==> config.mk <==
export PLATFORM = sky130hd
export DESIGN_NAME = multicycle_ctrl
export DESIGN_NICKNAME = d
export VERILOG_FILES = /design/src/rtl/ctrl_pkg.sv /design/src/rtl/opcode_class.sv /design/src/rtl/multicycle_ctrl.sv
export SDC_FILE = /design/constraint.sdc
export NUM_CORES = 1
export LEC_CHECK = 0
export ABC_AREA = 1
export BUFFER_PORTS_ARGS = -buffer_cell sky130_fd_sc_hd__buf_2
export CAP_MARGIN = 20
export CORE_UTILIZATION = 50
export DETAILED_ROUTE_END_ITERATION = 7
export PLACE_DENSITY_LB_ADDON = 0.05
export SYNTH_ARGS = -nofsm -noshare
export SYNTH_HDL_FRONTEND = slang
export SYNTH_SLANG_ARGS = --single-unit
==> constraint.sdc <==
create_clock -name clk -period 2.1 [get_ports clk]
set_input_delay 0.21 -clock clk [delete_from_list [all_inputs] [get_ports clk]]
set_output_delay 0.21 -clock clk [all_outputs]
set_load 0.01 [all_outputs]
==> src/rtl/ctrl_pkg.sv <==
// Shared types and encodings for the multicycle RV32I control unit.
// Datapath-facing select encodings live here so the decoder, the FSM and the bench all use the same values.
package ctrl_pkg;

  typedef enum logic [3:0] {
    FETCH,
    DECODE,
    EXEC,
    MEMADR,
    MEMRD,
    MEMWR,
    WB,
    BRANCH,
    JUMP,
    TRAP
  } state_t;

  typedef enum logic [3:0] {
    CLS_R,
    CLS_OPIMM,
    CLS_LUI,
    CLS_AUIPC,
    CLS_LOAD,
    CLS_STORE,
    CLS_BRANCH,
    CLS_JAL,
    CLS_JALR,
    CLS_ILLEGAL
  } op_class_t;

  localparam logic [6:0] OP_R      = 7'h33;
  localparam logic [6:0] OP_IMM    = 7'h13;
  localparam logic [6:0] OP_LUI    = 7'h37;
  localparam logic [6:0] OP_AUIPC  = 7'h17;
  localparam logic [6:0] OP_LOAD   = 7'h03;
  localparam logic [6:0] OP_STORE  = 7'h23;
  localparam logic [6:0] OP_BRANCH = 7'h63;
  localparam logic [6:0] OP_JAL    = 7'h6F;
  localparam logic [6:0] OP_JALR   = 7'h67;

  typedef enum logic [2:0] {
    IMM_I = 3'd0,
    IMM_S = 3'd1,
    IMM_B = 3'd2,
    IMM_U = 3'd3,
    IMM_J = 3'd4
  } imm_type_t;

  typedef enum logic [1:0] {
    PC_PLUS4 = 2'd0,
    PC_IMM   = 2'd1,
    PC_ALU   = 2'd2
  } pc_sel_t;

  typedef enum logic [1:0] {
    WB_ALU = 2'd0,
    WB_MEM = 2'd1,
    WB_PC4 = 2'd2
  } wb_sel_t;

  typedef enum logic [1:0] {
    ALU_ADD    = 2'd0,
    ALU_FUNCT  = 2'd1,
    ALU_PASS_B = 2'd2
  } alu_op_t;

endpackage

==> src/rtl/opcode_class.sv <==
// Combinational opcode decoder: maps instr[6:0] to an instruction class,
// the immediate format for the extender, and a legality flag.
module opcode_class
  import ctrl_pkg::*;
(
  input  logic [6:0] opcode,
  output logic [3:0] op_class,
  output logic [2:0] imm_type,
  output logic       legal
);

  // NOTE: every output gets a default before the case so no path leaves it unassigned (no latch).
  always_comb begin
    op_class = CLS_ILLEGAL;
    imm_type = IMM_I;
    legal    = 1'b1;
    case (opcode)
      OP_R:      op_class = CLS_R;
      OP_IMM:    op_class = CLS_OPIMM;
      OP_LUI:    begin op_class = CLS_LUI;    imm_type = IMM_U; end
      OP_AUIPC:  begin op_class = CLS_AUIPC;  imm_type = IMM_U; end
      OP_LOAD:   op_class = CLS_LOAD;
      OP_STORE:  begin op_class = CLS_STORE;  imm_type = IMM_S; end
      OP_BRANCH: begin op_class = CLS_BRANCH; imm_type = IMM_B; end
      OP_JAL:    begin op_class = CLS_JAL;    imm_type = IMM_J; end
      OP_JALR:   op_class = CLS_JALR;
      default:   legal = 1'b0;
    endcase
  end

endmodule

==> src/rtl/multicycle_ctrl.sv <==
// Multicycle RV32I control FSM: sequences fetch, decode, execute, memory and writeback
// and drives the datapath strobes and selects. Also keeps a sticky illegal flag and a retire counter.
module multicycle_ctrl
  import ctrl_pkg::*;
(
  input  logic        clk,
  input  logic        reset,
  input  logic [31:0] instr,
  input  logic        mem_ack,
  input  logic        br_taken,
  output logic        mem_req,
  output logic        mem_we,
  output logic        addr_sel,
  output logic        ir_write,
  output logic        pc_write,
  output logic [1:0]  pc_sel,
  output logic        reg_write,
  output logic [1:0]  wb_sel,
  output logic        alu_src_a,
  output logic        alu_src_b,
  output logic [1:0]  alu_op,
  output logic [2:0]  imm_type,
  output logic        illegal,
  output logic [31:0] retired
);

  state_t      state, state_next;
  op_class_t   op_cls;
  logic [3:0]  cls_bits;
  logic        legal;
  logic        started;
  logic        retire;
  logic        illegal_q;
  logic [31:0] retired_q;
  logic        unused_instr;

  opcode_class u_opcode_class (
    .opcode   (instr[6:0]),
    .op_class (cls_bits),
    .imm_type (imm_type),
    .legal    (legal)
  );

  assign op_cls       = op_class_t'(cls_bits);
  assign unused_instr = ^instr[31:7];

  // Outputs are held at 0 while reset is high, not just after the edge that samples it.
  assign illegal = illegal_q & ~reset;
  assign retired = reset ? 32'd0 : retired_q;

  // started stays low for one cycle after reset release, so the first fetch request
  // appears in the second cycle and any stray ack in the idle cycle is ignored.
  always_comb begin
    state_next = state;
    retire     = 1'b0;
    mem_req    = 1'b0;
    mem_we     = 1'b0;
    addr_sel   = 1'b0;
    ir_write   = 1'b0;
    pc_write   = 1'b0;
    pc_sel     = PC_PLUS4;
    reg_write  = 1'b0;
    wb_sel     = WB_ALU;
    alu_src_a  = 1'b0;
    alu_src_b  = 1'b0;
    alu_op     = ALU_ADD;

    if (!reset && started) begin
      case (state)
        FETCH: begin
          mem_req = 1'b1;
          if (mem_ack) begin
            ir_write   = 1'b1;
            pc_write   = 1'b1;
            pc_sel     = PC_PLUS4;
            state_next = DECODE;
          end
        end

        DECODE: begin
          if (!legal) begin
            state_next = TRAP;
          end else begin
            case (op_cls)
              CLS_R, CLS_OPIMM, CLS_LUI, CLS_AUIPC: state_next = EXEC;
              CLS_LOAD, CLS_STORE:                  state_next = MEMADR;
              CLS_BRANCH:                           state_next = BRANCH;
              CLS_JAL, CLS_JALR:                    state_next = JUMP;
              default:                              state_next = TRAP;
            endcase
          end
        end

        EXEC: begin
          case (op_cls)
            CLS_R:     alu_op = ALU_FUNCT;
            CLS_OPIMM: begin alu_src_b = 1'b1; alu_op = ALU_FUNCT;  end
            CLS_LUI:   begin alu_src_b = 1'b1; alu_op = ALU_PASS_B; end
            CLS_AUIPC: begin alu_src_a = 1'b1; alu_src_b = 1'b1; alu_op = ALU_ADD; end
            default:   alu_op = ALU_ADD;
          endcase
          state_next = WB;
        end

        MEMADR: begin
          alu_src_b  = 1'b1;
          alu_op     = ALU_ADD;
          state_next = (op_cls == CLS_STORE) ? MEMWR : MEMRD;
        end

        MEMRD: begin
          mem_req  = 1'b1;
          addr_sel = 1'b1;
          if (mem_ack) state_next = WB;
        end

        MEMWR: begin
          mem_req  = 1'b1;
          addr_sel = 1'b1;
          mem_we   = 1'b1;
          if (mem_ack) begin
            retire     = 1'b1;
            state_next = FETCH;
          end
        end

        WB: begin
          reg_write  = 1'b1;
          wb_sel     = (op_cls == CLS_LOAD) ? WB_MEM : WB_ALU;
          retire     = 1'b1;
          state_next = FETCH;
        end

        BRANCH: begin
          pc_write   = br_taken;
          pc_sel     = PC_IMM;
          retire     = 1'b1;
          state_next = FETCH;
        end

        JUMP: begin
          reg_write = 1'b1;
          wb_sel    = WB_PC4;
          pc_write  = 1'b1;
          if (op_cls == CLS_JALR) begin
            pc_sel    = PC_ALU;
            alu_src_b = 1'b1;
            alu_op    = ALU_ADD;
          end else begin
            pc_sel = PC_IMM;
          end
          retire     = 1'b1;
          state_next = FETCH;
        end

        TRAP:    state_next = TRAP;
        default: state_next = FETCH;
      endcase
    end
  end

  // NOTE: sequential state uses non-blocking assignments so every register samples pre-edge values.
  always_ff @(posedge clk) begin
    if (reset) begin
      state     <= FETCH;
      started   <= 1'b0;
      illegal_q <= 1'b0;
      retired_q <= 32'd0;
    end else begin
      state   <= state_next;
      started <= 1'b1;
      if (state_next == TRAP) illegal_q <= 1'b1;
      if (retire)             retired_q <= retired_q + 32'd1;
    end
  end

endmodule

==> results.yml, run 1 <==
floorplan:
  ios: 86
  die-area_um2: 5820
  die_width_um: 76.3
  fp-row-count: 26
  die_h_um: 76.3
  core_um2: 5200
  initial_utilization_pct: 53.1
clocking:
  cts_setup_buffers: 0
  number_of_gates_resized_after_cts: 0
  cts_sinks: 38
  total_cts_buffers: 5
  ctsLongestPathBuffers: 2
  postCtsHoldBufs: 0
  cts_root_buf: "clkbuf_8"
  htree_levels: 2
  tritoncts: "built"
  clkSlewWorstSetupHoldPaths_ns: 0.09
  clk-insertion-delay-late_ns: 0.29
logic_synthesis:
  synthesis.area_per_instance_um2: 6.07
  synth.yosys.seq_area_share_pct: 27.5
  leading_cell_types_by_total_area_after_synthesis: "dfxtp_1, nand2_1, nor2_1, inv_1, a21oi_1"
  synthFlopType: "dfxtp_1"
  yosysUniqueCellTypes: 34
  yosys.area.top_type_share_pct: 27.5
  yosysMostFrequentCell: "nand2_1"
  yosys_warnings: 0
  synth_fp_nets: 492
  post_synth_most_frequent_cells: "nand2_1, nor2_1, inv_1"
  yosys_register_bits: 38
  synth_enable_flop_cells: 0
  synth_area_leader_cell: "dfxtp_1"
  synth-async-reset-ratio_pct: 0
  syn-cell-area_um2: 2760
  post_synth_inst_count: 455
global_route:
  grt_use_total_pct: 26.5
  grt_first_pass_wirelength_um: 12800
  first_global_vias: 2893
  grt_start_max_net_pins: 59
  grt-ovfl-total: 0
  antenna_found_initial: 0
sta:
  tightest_slew_ns: 0.572
  timing_max_transition_violations_final: 0
  max-slew-margin-rel_pct: 61.9
  finalCritPeriodShare_pct: 93.0
  fin_worst_skew_ns: 0.0155
  setup_tns_ns: 0
  finalWorstPathRequiredPeriod_ns: 1.95
  grt_setup_unrepaired: "no"
  max_freq_mhz: 512
  timing.final.hold_violations: 0
  setup_viol: 0
drt:
  drt_iter0_markers: 167
  avgViaCountPerCell: 5.15
  detailroute.via_count: 2999
  drc: 0
  ant_nets: 0
  drt_first_pass_iters: 4
  wl_per_cell_um: 12.3
  detail_route.wirelength_um: 7180
flow_run:
  drv_cap: 0
cells_and_area:
  layout-drive-gt1-share_pct: 19.5
  nFillCells: 539
  areaGrowthSynthToFinish_pct: 17.0
  layout.core_utilization_pct: 62.1
  finish.cell_count_without_fillers: 582
  num_antenna_cells: 0
  design.final.nets: 548
pwr:
  irDropWorstVdd_uv: 320
  power_per_cell_area_nw_per_um2: 488
  power.leakage_nw: 1.44
place:
  port_buffers: 60
  placed_cells_incl_taps: 574
  gp_congestion: 0.928
  dp_hpwl_um: 5470
worst_setup_path:
  critPathMaxFanout: 5
  worst_ep_required_time_ns: 2.27
  sort_of_element_at_the_start_of_the_critical_path: "flip-flop"
  path_class: "flip-flop to flip-flop"
  worst_ep_arrival_time_ns: 2.12
  regToRegSetupSlack_ns: 0.15
  endpoint_kind_of_the_worst_setup_timing_path: "flip-flop"
run_status:
  outcome: "finished clean"
hold_path:
  hold_class: "primary input to flip-flop"
==> worst max-delay path, stage by stage, from the launching register on <==
cell	delay, ns
dfxtp_1	0.39
ha_1	0.26
inv_1	0.12
nor3_1	0.30
inv_1	0.10
nor2_1	0.23
nand4_1	0.14
xor2_1	0.17
nand2_1	0.06
a21oi_1	0.05
==> flip-flops by register name, summed over array words and instances (netlist names) <==
| name | count |
|---|---|
| illegal_q | 1 |
| retired_q | 32 |
| started | 1 |
| state | 4 |
==> stage by stage <==
step	power, mW	instance area (um2)	hold slack, ns	setup WS, ns
floorplan	0.805	2760	0.378	0.549
global placement	0.834	3090	0.435	0.224
CTS	1.58	3230	0.265	0.180
finish	1.58	3230	0.269	0.147
detailed placement	0.834	3090	0.443	0.196
global route	1.64	3230	0.285	0.00371
==> layer usage <==
layer / GRT usage (%) / vias to the layer above / routed length (um)
met2: 44.0 / 76 / 3330
met5: 0 / - / 0
met3: 3.35 / 9 / 279
met1: 36.2 / 1360 / 3490
li1: - / 1554 / -
met4: 6.54 / 0 / 79
==> layout make-up <==
| type | instances | area (um2) | share of cell area, % |
|---|---|---|---|
| Clock buffer | 5 | 68.8 | 2.13 |
| Clock inverter | 3 | 68.8 | 2.13 |
| Inverter | 66 | 248 | 7.67 |
| Multi-Input combinational cell | 337 | 1660 | 51.4 |
| Sequential cell | 38 | 761 | 23.5 |
| Tap cell | 70 | 87.6 | 2.71 |
| Timing Repair Buffer | 63 | 335 | 10.4 |
==> placed cells by master, fill, tap and decap left out <==
| cell | Yosys | routed |
|---|---|---|
| buf_12 | 0 | 1 |
| nand2_1 | 114 | 114 |
| or2_1 | 1 | 1 |
| a31oi_1 | 1 | 1 |
| buf_4 | 2 | 2 |
| nand3_2 | 2 | 2 |
| buf_2 | 1 | 60 |
| nor4_2 | 1 | 1 |
| nor3_2 | 5 | 5 |
| dfxtp_1 | 38 | 38 |
| nand4_1 | 11 | 11 |
| nor4_1 | 6 | 6 |
| o21ai_1 | 3 | 3 |
| o21ai_0 | 9 | 9 |
| nor2_4 | 1 | 1 |
| nor2_2 | 6 | 6 |
| nand2_2 | 2 | 2 |
| bufinv_16 | 0 | 2 |
| nor3_1 | 21 | 21 |
| ha_1 | 1 | 1 |
| inv_1 | 55 | 55 |
| clkbuf_8 | 0 | 5 |
| a21o_1 | 1 | 1 |
| o2111ai_1 | 2 | 2 |
| nor2_1 | 72 | 72 |
| a21oi_1 | 38 | 38 |
| inv_2 | 11 | 11 |
| o211ai_1 | 2 | 2 |
| nand3b_1 | 3 | 3 |
| and2_1 | 1 | 1 |
| nand3_1 | 12 | 12 |
| clkinv_4 | 0 | 1 |
| xor2_1 | 20 | 20 |
| o21bai_1 | 1 | 1 |
| nor4_4 | 1 | 1 |
==> logic make-up (layout without fill, tap and decap cells) <==
logic type	count (synthesis)	count (layout)	synth area share, %
simple gates	259	259	42.4
buf+inv	80	137	12.3
compound gates	57	57	11.0
flops	38	38	27.5
xor+xnor	20	20	6.34
fa+ha+maj	1	1	0.453
==> power by group <==
part           leakage [nW]  switching [mW]  internal (mW)
combinational          1.06          0.0641         0.0281
sequential            0.306         0.00301          0.723
clock                0.0683           0.282          0.476
total                  1.44           0.349           1.23
==> path summary, 6_finish.rpt <==
| check | from | to | cells past startpoint |
|---|---|---|---|
| setup / recovery | retired_q[0] | retired_q[28] | 9 |
| hold reg to reg | illegal_q | illegal_q | 2 |
| hold / removal | reset | started | 3 |
| setup reg to reg | retired_q[0] | retired_q[28] | 9 |
Power figures use the tool's default switching activity.
==> run 2: changes to the inputs <==
--- a/config.mk
+++ b/config.mk
@@ -9,8 +9,9 @@
 export BUFFER_PORTS_ARGS = -buffer_cell sky130_fd_sc_hd__buf_2
 export CAP_MARGIN = 20
 export CORE_UTILIZATION = 50
+export CTS_CLUSTER_DIAMETER = 80
 export DETAILED_ROUTE_END_ITERATION = 7
-export PLACE_DENSITY_LB_ADDON = 0.05
+export PLACE_DENSITY = 0.79
 export SYNTH_ARGS = -nofsm -noshare
 export SYNTH_HDL_FRONTEND = slang
 export SYNTH_SLANG_ARGS = --single-unit
==> constraint.sdc (replaced) <==
create_clock -name clk -period 2.1 [get_ports clk]
set_input_delay 0.21 -clock clk [delete_from_list [all_inputs] [get_ports clk]]
set_output_delay 0.21 -clock clk [all_outputs]
set_load 0.02 [all_outputs]
==> run 2 against run 1 <==
Clock skew is 0.010 ns lower. Fmax is 0.26% higher. Combinational power is 3.6% higher. Global-route usage is 1.6 points lower. Cell count is 0.17% higher. Routed wire length is 1.4% lower. Non-clock buffer count is 1 higher. Setup slack better by 0.0051 ns. Highest routed layer unchanged.
==> results.yml, run 2 (synthesis gave the netlist of run 1 again) <==
run_status:
  outcome: "finished clean"
clocking:
  tritoncts: "built"
  htree_levels: 2
  cts_setup_buffers: 0
  cts_root_buf: "clkbuf_8"
  number_of_gates_resized_after_cts: 0
  clkSlewWorstSetupHoldPaths_ns: 0.07
  total_cts_buffers: 5
  postCtsHoldBufs: 0
  clk-insertion-delay-late_ns: 0.29
  ctsLongestPathBuffers: 2
  cts_sinks: 38
sta:
  setup_viol: 0
  tightest_slew_ns: 0.552
  timing.final.hold_violations: 0
  max-slew-margin-rel_pct: 63.2
  post-route-worst-setup-slack_ns: 0.152
  setup_tns_ns: 0
  timing_max_transition_violations_final: 0
  finalWorstPathRequiredPeriod_ns: 1.95
  fin_worst_skew_ns: 0.00528
  max_freq_mhz: 513
  grt_setup_unrepaired: "no"
  finalCritPeriodShare_pct: 92.8
worst_setup_path:
  rr_endpoint: "retired_q[10]"
  endpoint_kind_of_the_worst_setup_timing_path: "flip-flop"
  sort_of_element_at_the_start_of_the_critical_path: "flip-flop"
  worst_ep_arrival_time_ns: 2.13
  worst_ep_required_time_ns: 2.29
  path_class: "flip-flop to flip-flop"
  critPathMaxStageDelay_ns: 0.53
  crit_path_top_delay_cell: "dfxtp_1"
  crit-reg2reg-launch: "state[1]"
  crit_start: "state[1]"
  cp-endpoint: "retired_q[10]"
  reg2regPathDepth: 8
  path_cells: "inv_1 -> nor3_2 -> nand2_1 -> nand3_2 -> nand3_1 -> or2_1 -> o21ai_1 -> a21oi_1"
  regToRegSetupSlack_ns: 0.15
  critPathMaxFanout: 10
place:
  placed_cells_incl_taps: 575
  gp_congestion: 0.953
  port_buffers: 60
  dp_hpwl_um: 5310
  pre_cts_ws_ns: 0.203
cells_and_area:
  layout_commonest_cell: "nand2_1"
  layout.core_utilization_pct: 61.4
  layout-drive-gt1-share_pct: 19.7
  areaGrowthSynthToFinish_pct: 15.8
  largest_register: "retired_q"
  mostFrequentLayoutCells: "nand2_1, nor2_1, buf_2, inv_1"
  num_antenna_cells: 0
  finish.cell_count_without_fillers: 583
  largest_registers: "retired_q: 32 flops, state: 4 flops"
  largest_reg_flops: 32
  design.final.nets: 549
global_route:
  first_global_vias: 2731
  grt_use_total_pct: 24.9
  grt_first_pass_wirelength_um: 12000
  grt-ovfl-total: 0
  antenna_found_initial: 0
  grt_start_max_net_pins: 59
pwr:
  power_share_of_the_clock_group_pct: 38.9
  power_per_cell_area_nw_per_um2: 421
  switching_share_pct: 24.5
  power_switching_mw: 0.329
  irDropWorstVdd_uv: 355
  sequentialPowerShare_pct: 54.0
  comb_power_share_pct: 7.1
  power.leakage_nw: 1.42
  internal_power_mw: 1.02
floorplan:
  ios: 86
  die_width_um: 76.3
  fp-row-count: 26
  initial_utilization_pct: 53.1
  die_h_um: 76.3
  core_um2: 5200
  die-area_um2: 5820
drt:
  detailroute.via_count: 3032
  detail_route.wirelength_um: 7080
  drt_iter0_markers: 258
  wl_per_cell_um: 12.1
  avgViaCountPerCell: 5.20
  drt_first_pass_iters: 5
  drc: 0
  ant_nets: 0
hold_path:
  hold_class: "primary input to flip-flop"
flow_run:
  drv_cap: 0
-- run 2: power by group through the flow --
stage | combinational [mW] | clock [mW] | sequential [mW]
finish | 0.0955 | 0.524 | 0.726
detailed placement | 0.0944 | 0 | 0.743
global route | 0.106 | 0.565 | 0.726
floorplan | 0.0661 | 0 | 0.742
global placement | 0.0919 | 0 | 0.743
CTS | 0.0948 | 0.527 | 0.726
-- run 2: per-layer routing --
| layer | wire, um | part of all wire [%] | GRT usage (%) |
|---|---|---|---|
| met1 | 3410 | 48 | 33.2 |
| met5 | 0 | 0 | 0 |
| met3 | 410 | 5.8 | 4.43 |
| met4 | 87 | 1.2 | 8.27 |
| met2 | 3180 | 45 | 40.4 |
-- run 2: through the flow --
stage,power (mW),hold slack [ns],area [um2]
floorplan,0.808,0.378,2760
global placement,0.835,0.436,3100
detailed placement,0.837,0.448,3100
CTS,1.35,0.267,3190
global route,1.40,0.271,3200
finish,1.35,0.262,3200
-- run 2: worst max-delay path, delay by kind of cell, from the launching register on --
family	cells	cell delay, ns
AND/OR/NAND/NOR	5	1.05
flip-flops	1	0.53
buffers and inverters	1	0.09
AO/OA/AOI/OAI	2	0.17
-- run 2: layout make-up --
class | instances | area [um2]
clock buffer | 7 | 86.3
clock inverter | 1 | 5.00
fill | 534 | 2010
inverter | 66 | 248
multi-input combinational | 337 | 1670
sequential | 38 | 761
tap | 70 | 87.6
timing repair buffer | 64 | 343
-- run 2: worst min-delay path by stage --
stage               from           end  slack [ns]  depth (start not counted)
3_5_place_dp   illegal_q     illegal_q        0.45                          2
6_report           reset       started        0.26                          3
4_1_cts            reset       started        0.27                          3
5_1_grt            reset       started        0.27                          3
2_1_floorplan      reset  retired_q[0]        0.38                          3
3_3_place_gp   illegal_q     illegal_q        0.44                          2
==> run 3: changes to the inputs <==
--- a/config.mk
+++ b/config.mk
@@ -12,6 +12,7 @@
 export CTS_CLUSTER_DIAMETER = 80
 export DETAILED_ROUTE_END_ITERATION = 7
 export PLACE_DENSITY = 0.79
+export REMOVE_ABC_BUFFERS = 1
 export SYNTH_ARGS = -nofsm -noshare
 export SYNTH_HDL_FRONTEND = slang
 export SYNTH_SLANG_ARGS = --single-unit
==> run 3 against run 2 <==
Via count down 0.56%. Highest routed layer unchanged. Largest power group unchanged. Sequential share of layout area decreased by 0.091 points. Clock-buffer cell count grew 1.
==> results.yml, run 3 (synthesis gave the netlist of run 1 again) <==
run_status:
  outcome: "finished clean"
floorplan:
  die_width_um: 76.3
  ios: 86
  fp-row-count: 26
  initial_utilization_pct: 53.1
  core_um2: 5200
  die-area_um2: 5820
  die_h_um: 76.3
sta:
  finalWorstPathRequiredPeriod_ns: 1.89
  finalCritPeriodShare_pct: 89.9
  timing.final.hold_violations: 0
  setup_viol: 0
  max_freq_mhz: 529
  timing_max_transition_violations_final: 0
  setup_tns_ns: 0
  max-slew-margin-rel_pct: 63.2
  grt_setup_unrepaired: "no"
  fin_worst_skew_ns: 0.00883
  tightest_slew_ns: 0.552
drt:
  drt_first_pass_iters: 5
  ant_nets: 0
  avgViaCountPerCell: 5.15
  detailroute.via_count: 3015
  detail_route.wirelength_um: 6940
  wl_per_cell_um: 11.9
  drt_iter0_markers: 244
  drc: 0
global_route:
  grt_start_max_net_pins: 59
  grt-ovfl-total: 0
  grt_use_total_pct: 24.9
  first_global_vias: 2677
  grt_first_pass_wirelength_um: 12000
  antenna_found_initial: 0
cells_and_area:
  design.final.nets: 551
  num_antenna_cells: 0
  layout-drive-gt1-share_pct: 20.2
  areaGrowthSynthToFinish_pct: 16.4
  final_design_area_no_fill_um2: 3210
  largest_registers: "retired_q: 32 flops, state: 4 flops"
  largest_reg_flops: 32
  largest_register: "retired_q"
  layout_commonest_cell: "nand2_1"
  mostFrequentLayoutCells: "nand2_1, nor2_1, buf_2, inv_1, a21oi_1"
place:
  dp_hpwl_um: 5300
  placed_instance_area_um2: 3100
  port_buffers: 60
  gp_congestion: 0.897
worst_setup_path:
  sort_of_element_at_the_start_of_the_critical_path: "flip-flop"
  endpoint_kind_of_the_worst_setup_timing_path: "flip-flop"
  worst_ep_arrival_time_ns: 2.05
  worst_ep_required_time_ns: 2.26
  path_class: "flip-flop to flip-flop"
  critPathMaxFanout: 5
clocking:
  tritoncts: "built"
  clkSlewWorstSetupHoldPaths_ns: 0.08
  cts_root_buf: "clkbuf_8"
  clk-insertion-delay-late_ns: 0.29
  cts_sinks: 38
  postCtsHoldBufs: 0
  ctsLongestPathBuffers: 2
  total_cts_buffers: 5
  htree_levels: 2
pwr:
  irDropWorstVdd_uv: 355
  power_per_cell_area_nw_per_um2: 438
  power.leakage_nw: 1.44
flow_run:
  drv_cap: 0
hold_path:
  hold_class: "primary input to flip-flop"
-- run 3: cell count changes in the layout (fill, tap and decap cells not counted) --
| cell | change |
|---|---|
| nor3_2 | -1 |
| buf_12 | -1 |
| dfxtp_1 | -1 |
| nor3_1 | +1 |
| buf_4 | +3 |
| clkinv_2 | -1 |
| clkbuf_8 | +2 |
| dfxtp_2 | +1 |
| clkbuf_1 | -1 |
-- run 3: power breakdown --
group,internal (mW),switching (mW),leakage (nW),total [mW]
logic,0.0283,0.0672,1.08,0.0954
clock network,0.332,0.255,0.0575,0.587
registers,0.723,0.00315,0.307,0.726
-- run 3: final timing paths --
path                       from             to  slack, ns  depth (start not counted)
hold reg to reg   retired_q[30]  retired_q[30]       0.47                          2
hold / removal            reset        started       0.30                          3
setup / recovery   retired_q[0]  retired_q[28]       0.21                          9
setup reg to reg   retired_q[0]  retired_q[28]       0.21                          9
-- run 3: area by class of cell --
| type | count | area (um2) |
|---|---|---|
| clock buffer | 8 | 110 |
| fill | 480 | 1990 |
| inverter | 66 | 248 |
| multi-input combinational | 337 | 1660 |
| sequential | 38 | 762 |
| tap | 70 | 87.6 |
| timing repair buffer | 66 | 345 |
-- run 3: repair_timing --
action / 4_1_cts / 5_1_grt
buffers inserted: 0 / 0
resized for setup: 0 / 1
setup endpoints to repair: 0 / 1
-- run 3: critical path, cell delays in order (launching register included) --
cell,delay [ns]
dfxtp_1,0.39
ha_1,0.25
inv_1,0.11
nor3_1,0.29
inv_1,0.10
nor2_1,0.20
nand4_1,0.15
xor2_1,0.17
nand2_1,0.06
a21oi_1,0.05
-- run 3: layer usage --
layer | track usage (%) | part of all wire, % | vias to the layer above
met5 | 0 | 0 | -
met4 | 5.96 | 1.1 | 0
met3 | 3.83 | 4.6 | 8
met2 | 42.6 | 48 | 87
met1 | 32.8 | 47 | 1360
li1 | - | - | 1560
-- run 3: through the flow --
step / util [%] / cells / total power, mW / hold slack (ns) / setup slack (ns)
after detailed placement: 59.6 / 577 / 0.837 / 0.456 / 0.200
final: 61.8 / 585 / 1.41 / 0.298 / 0.211
after global placement: 59.6 / 577 / 0.834 / 0.434 / 0.261
after floorplan: - / 441 / 0.791 / 0.279 / 0.176
after global routing: 61.8 / 585 / 1.46 / 0.305 / 0.0540
after CTS: 61.7 / 585 / 1.42 / 0.295 / 0.182
